==> config.mk <==
export PLATFORM = sky130hd
export DESIGN_NAME = sram_seq
export DESIGN_NICKNAME = d
export VERILOG_FILES = /design/src/rtl/sram_seq_pkg.sv /design/src/rtl/kvaz_page_decode.sv /design/src/rtl/sram_seq.sv
export SDC_FILE = /design/constraint.sdc
export NUM_CORES = 1
export LEC_CHECK = 0
export BUFFER_PORTS_ARGS = -buffer_cell sky130_fd_sc_hd__clkbuf_2
export CAP_MARGIN = 25
export CORE_AREA = 3 3 87 130
export CTS_CLUSTER_SIZE = 25
export DETAILED_ROUTE_END_ITERATION = 8
export DIE_AREA = 0 0 90 133
export SYNTH_ARGS = -nofsm -noshare
export SYNTH_HDL_FRONTEND = slang
export SYNTH_SLANG_ARGS = --single-unit
==> constraint.sdc <==
create_clock -name clk24 -period 1.65 [get_ports clk24]
set_clock_uncertainty 0.1 [all_clocks]
set_input_delay 0.33 -clock clk24 [delete_from_list [all_inputs] [get_ports clk24]]
set_output_delay 0.33 -clock clk24 [all_outputs]
set_load 0.02 [all_outputs]
==> src/rtl/sram_seq_pkg.sv <==
// Shared encodings and constants for the SRAM access sequencer and its
// quasi-disk (kvaz) page decode.
package sram_seq_pkg;

  typedef enum logic [1:0] {StIdle, StSetup, StStrobe, StHold} state_e;

  localparam int unsigned StackEnBit = 4;
  localparam int unsigned WinEnBit   = 5;
  localparam int unsigned StackPgLsb = 0;
  localparam int unsigned WinPgLsb   = 2;

  localparam logic [15:0] WinLo = 16'hA000;
  localparam logic [15:0] WinHi = 16'hDFFF;

  localparam logic [1:0] VidBurstLimit = 2'd2;

  // Quasi-disk pages are numbered from 1; page 0 is main RAM.
  function automatic logic [2:0] kvaz_page(input logic [1:0] pg);
    return {1'b0, pg} + 3'd1;
  endfunction

endpackage

==> src/rtl/kvaz_page_decode.sv <==
// Combinational quasi-disk page selection from the config register, the
// stack flag and the byte address.
module kvaz_page_decode
  import sram_seq_pkg::*;
(
  input  logic [7:0]  cfg,
  input  logic        stack,
  input  logic [15:0] addr,
  output logic [2:0]  page
);

  logic in_win;

  assign in_win = (addr >= WinLo) && (addr <= WinHi);

  always_comb begin
    page = 3'd0;
    if (cfg[StackEnBit] && stack) begin
      page = kvaz_page(cfg[StackPgLsb +: 2]);
    end else if (cfg[WinEnBit] && in_win) begin
      page = kvaz_page(cfg[WinPgLsb +: 2]);
    end
  end

endmodule

==> src/rtl/sram_seq.sv <==
// Arbitrates video and CPU requests and sequences setup/strobe/hold phases
// towards the SRAM mapper, returning read data with a one-cycle ack.
module sram_seq
  import sram_seq_pkg::*;
#(
  parameter int unsigned STROBE_CYCLES = 2
) (
  input  logic        clk24,
  input  logic        reset,
  input  logic        vid_req,
  input  logic [15:0] vid_addr,
  output logic [7:0]  vid_rdata,
  output logic        vid_ack,
  input  logic        cpu_req,
  input  logic        cpu_we,
  input  logic        cpu_stack,
  input  logic [15:0] cpu_addr,
  input  logic [7:0]  cpu_wdata,
  output logic [7:0]  cpu_rdata,
  output logic        cpu_ack,
  input  logic        cfg_we,
  input  logic [7:0]  cfg_data,
  output logic [7:0]  cfg_q,
  output logic [15:0] abus,
  output logic [7:0]  dout,
  output logic        memwr_n,
  output logic [2:0]  ramdisk_page,
  input  logic [7:0]  din
);

  localparam logic [2:0] LastStrobe = 3'(STROBE_CYCLES - 1);

  state_e     state_q, state_d;
  logic [2:0] strb_q, strb_d;
  logic [1:0] burst_q, burst_d;
  logic       we_q;
  logic       id_cpu_q;
  logic       grant_vid, grant_cpu;
  logic [2:0] cpu_page;
  logic       strobe_last;

  kvaz_page_decode u_cpu_page (
    .cfg   (cfg_q),
    .stack (cpu_stack),
    .addr  (cpu_addr),
    .page  (cpu_page)
  );

  assign strobe_last = (state_q == StStrobe) && (strb_q == LastStrobe);

  always_comb begin
    state_d   = state_q;
    strb_d    = strb_q;
    burst_d   = burst_q;
    grant_vid = 1'b0;
    grant_cpu = 1'b0;
    unique case (state_q)
      StIdle: begin
        // Video normally wins, but a starved CPU gets one turn after the burst limit.
        if (vid_req && !(cpu_req && (burst_q >= VidBurstLimit))) begin
          grant_vid = 1'b1;
          burst_d   = cpu_req ? burst_q + 2'd1 : 2'd0;
          state_d   = StSetup;
        end else if (cpu_req) begin
          grant_cpu = 1'b1;
          burst_d   = 2'd0;
          state_d   = StSetup;
        end
      end
      StSetup: begin
        strb_d  = 3'd0;
        state_d = StStrobe;
      end
      StStrobe: begin
        if (strb_q == LastStrobe) begin
          state_d = StHold;
        end else begin
          strb_d = strb_q + 3'd1;
        end
      end
      StHold:  state_d = StIdle;
      default: state_d = StIdle;
    endcase
  end

  always_ff @(posedge clk24) begin
    if (reset) begin
      state_q      <= StIdle;
      strb_q       <= 3'd0;
      burst_q      <= 2'd0;
      we_q         <= 1'b0;
      id_cpu_q     <= 1'b0;
      abus         <= 16'd0;
      dout         <= 8'd0;
      ramdisk_page <= 3'd0;
      cfg_q        <= 8'd0;
      vid_rdata    <= 8'd0;
      cpu_rdata    <= 8'd0;
    end else begin
      state_q <= state_d;
      strb_q  <= strb_d;
      burst_q <= burst_d;
      if (cfg_we) begin
        cfg_q <= cfg_data;
      end
      if (grant_vid) begin
        abus         <= vid_addr;
        dout         <= 8'd0;
        we_q         <= 1'b0;
        id_cpu_q     <= 1'b0;
        ramdisk_page <= 3'd0;
      end else if (grant_cpu) begin
        abus         <= cpu_addr;
        dout         <= cpu_wdata;
        we_q         <= cpu_we;
        id_cpu_q     <= 1'b1;
        ramdisk_page <= cpu_page;
      end
      if (strobe_last && !we_q) begin
        if (id_cpu_q) begin
          cpu_rdata <= din;
        end else begin
          vid_rdata <= din;
        end
      end
    end
  end

  assign memwr_n = !((state_q == StStrobe) && we_q);
  assign vid_ack = (state_q == StHold) && !id_cpu_q;
  assign cpu_ack = (state_q == StHold) && id_cpu_q;

endmodule

==> results by group <==
Synth
  – Async SR Flop Fraction: 0
  – Sequential area share after synthesis: 0.4748
  – Seq cells post-synth: 60
  – Synthesized area per cell: 8.664 µm²
  – Cell Area, Synth: between 2000 and 3000 µm²
  – Post-Synth XOR/XNOR Area: 0.003462
  – Mux contribution to synthesized area: 0.07122
  – Synth Area in Adders: 0.04451
  – Simple-Gate Fraction of Synth Area: 0.2923
  – Primary FF master, synth: dfxtp_1
  – Largest cells by area after synthesis: dfxtp_1, nor2_1, mux2i_1, nand2_1, nor4_2
  – Distinct cells, synth: 34
  – Synthesized Nets: approximately 360
  – Cell taking the most area after synthesis: dfxtp_1
  – Synth warnings: 0
  – Synth Instances: 292
  – Compound-Gate Fraction of Synth Area: 0.07418
  – EDFF count, synth: 0
  – Main combinational cell family by area after synthesis: simple AND/OR/NAND/NOR gates
  – Post-synth top area share: 0.4748

STA
  – Setup WS post-layout: -19.77 ps
  – Number of endpoints failing setup at the final stage: 8
  – RSZ-0062 raised after global routing: true
  – F_max: roughly 0.6 GHz
  – Slew HR: 0.8044
  – Fin crit share: 1.012
  – Worst Tran Pin Value: 293.4 ps
  – Min Tclk post-route: between 1500 and 2000 ps
  – Final hold violations: 0
  – Pins over their slew limit: 0

Finish
  – # nets final: 502
  – Antenna fix cells: 0
  – Fin cells: between 500 and 600
  – Fraction of layout cells with a size suffix above 1: 0.4552
  – Fill cells: 1,062
  – Final Util: 0.3847
  – Reg area: between 1000 and 1500 µm²
  – Area of the multi-input gates: 1364 µm²
  – Area growth syn-to-layout: 55.84%
  – Finished Cell Area: 3943 µm²

Drt
  – Mean number of vias per cell: 4.309
  – Initial DRT Pass Iterations: 4
  – Detailed Route WL: between 7000 and 8000 µm
  – Vias: between 2k and 2.5k
  – DRC: 0
  – Routed WL per cell: between 10 and 15 µm
  – ANT nets after route: 0
  – Drt initial violations: 39

Power and ir drop
  – Lkg Pwr: 0.001829 µW
  – Pwr per Cell Area: 1373 nW/µm²
  – Worst VDD drop: just under 0.7 mV

Clock network
  – CTS buffer count: 9
  – CTS tree: done
  – Max Root-Sink Buffers: 2
  – Worst-skew pair later-pin latency: ~320 ps
  – CTS H-Tree Depth: 3
  – Root Buffer: clkbuf_16
  – Clock-pin slew on the worst setup and hold paths: around 50 ps
  – TritonCTS sink count: 60

Worst setup path
  – Worst R2R Path Depth: 7
  – Crit path required time: ~1800 ps
  – CP Capture Type: register
  – WP data arrival: approximately 1800 ps
  – CP startpoint kind: register
  – Worst-path fanout max: 5
  – WS Path Type: register to register

GRT
  – Vias in the first global route: 2,658
  – Largest net degree at the start of global routing: 25
  – Total global routing overflow: 0
  – First-pass GRT wire length: between 10,000 and 15,000 µm
  – Total track usage: 0.1263
  – Initial antenna violation count: 0

Floorplan
  – Starting Density: 0.2469
  – Full die area: 11,970 µm²
  – Core Area: slightly above 10,000 µm²
  – Die W: roughly 90 µm
  – I/O pin count: approximately 120
  – Chip Height: 133 µm
  – Rows: 45

Place
  – Placed inst area: ~3400 µm²
  – Cells after DPL: ~550
  – Setup WS pre-CTS: -114.3 ps
  – Final Wtd Congestion: approximately 0.74
  – Port Buffer Count: roughly 120
  – Post-DP HPWL: between 5000 and 6000 µm

Run
  – # Max-Cap Violations: 0

Status
  – Failing checks: setup timing
  – Status: complete, but fails checks

Worst hold path
  – Worst hold stages: 3
  – Worst Hold Class: input pin to register
## layer usage
| layer | track usage | up-vias | share of wire |
|---|---|---|---|
| met4 | 0.06048 | 0 | 0.018 |
| met2 | 0.2270 | 85 | 0.53 |
| met5 | 0 | - | 0 |
| li1 | - | 1265 | - |
| met1 | 0.1288 | 1122 | 0.38 |
| met3 | 0.04551 | 10 | 0.074 |
## repair_timing
action / 4_1_cts / 5_1_grt
hold buffers: 0 / 0
gates resized for setup: 29 / 15
setup endpoints to repair: 47 / 36
buffers inserted: 4 / 2
cloned: 1 / 1
pin swaps: 2 / 21
## layout by cell type (no fill, tap or decap), types with 3 or more instances in the layout
cell type and count:
dfxtp_2 4, a32oi_1 3, buf_4 17, dfxtp_1 55, nor4_1 4, nor2b_4 3, mux2i_1 17, inv_2 3
a211oi_1 4, ha_1 4, clkbuf_2 113, clkbuf_8 4, nand2_1 36, nor2_2 3, clkbuf_16 10, nor2_1 74
a21oi_1 20, nor4_2 12, ha_4 4, buf_6 6, nor3_1 3
## power breakdown
| part | leakage (µW) | internal, µW | switching (µW) |
|---|---|---|---|
| Sequential | 0.000493 | 1670 | 143 |
| Combinational | 0.00119 | 728 | 990 |
| Clock | 0.000142 | 1250 | 626 |
| Total | 0.00183 | 3650 | 1760 |
## synth_stat cells (all sizes together), types with 2 or more instances
master / instances
nor2: 78
dfxtp: 60
nand2: 38
a21oi: 20
mux2i: 18
nor4: 16
ha: 9
buf: 8
clkbuf: 8
inv: 5
nor3: 5
a211oi: 4
nor2b: 4
a32oi: 3
nand2b: 2
nand3: 2
o21ai: 2
or3b: 2
## state kept, by name, summed over array words and instances (netlist names)
signal        cells
abus             16
burst_q           2
we_q              1
id_cpu_q          1
dout              8
state_q           2
ramdisk_page      3
strb_q            3
vid_rdata         8
cfg_q             8
cpu_rdata         8
## through the flow
step / total power, µW / setup TNS (ps) / hold slack, ps
after global placement: 3323 / -652.1 / 342.4
after floorplan: 2822 / -77.37 / 366.0
after CTS: 5422 / -183.5 / 121.0
final: 5413 / -43.30 / 134.5
after global routing: 5773 / -1631 / 128.5
after detailed placement: 3369 / -2707 / 347.7
## final timing paths
kind	startpoint	end	slack, ps
worst max-delay path	strb_q[1]$_SDFFE_PP0P_	cpu_rdata[1]$_SDFFE_PP0P_	-20
worst min-delay path	cpu_wdata[0]	dout[0]$_SDFFE_PP0P_	130
worst max register to register	strb_q[1]$_SDFFE_PP0P_	cpu_rdata[1]$_SDFFE_PP0P_	-20
worst min register to register	dout[6]$_SDFFE_PP0P_	dout[6]$_SDFFE_PP0P_	350
## worst max-delay path, cell delays in order, from the launching register on
cell	delay (ps)
dfxtp_2	320
inv_2	70
ha_4	130
nand3b_1	110
or3b_4	440
buf_6	150
mux2i_2	170
nor2_1	60
## logic make-up after synthesis
kind of cell	count (synthesis)
flip-flops	60
XOR/XNOR	1
AND/OR/NAND/NOR	151
adder cells (fa/ha/maj)	9
buffers and inverters	21
multiplexers	18
AO/OA/AOI/OAI	32
## final cells by class
cell class	count	area share
clock buffers	13	0.06601
well taps	141	0.04475
clock inverters	3	0.01142
flip-flops and latches	60	0.3069
inverters	5	0.004760
repair buffers	142	0.2202
multi-input cells	212	0.3459
Note: power is estimated with default switching activity, not from simulation.
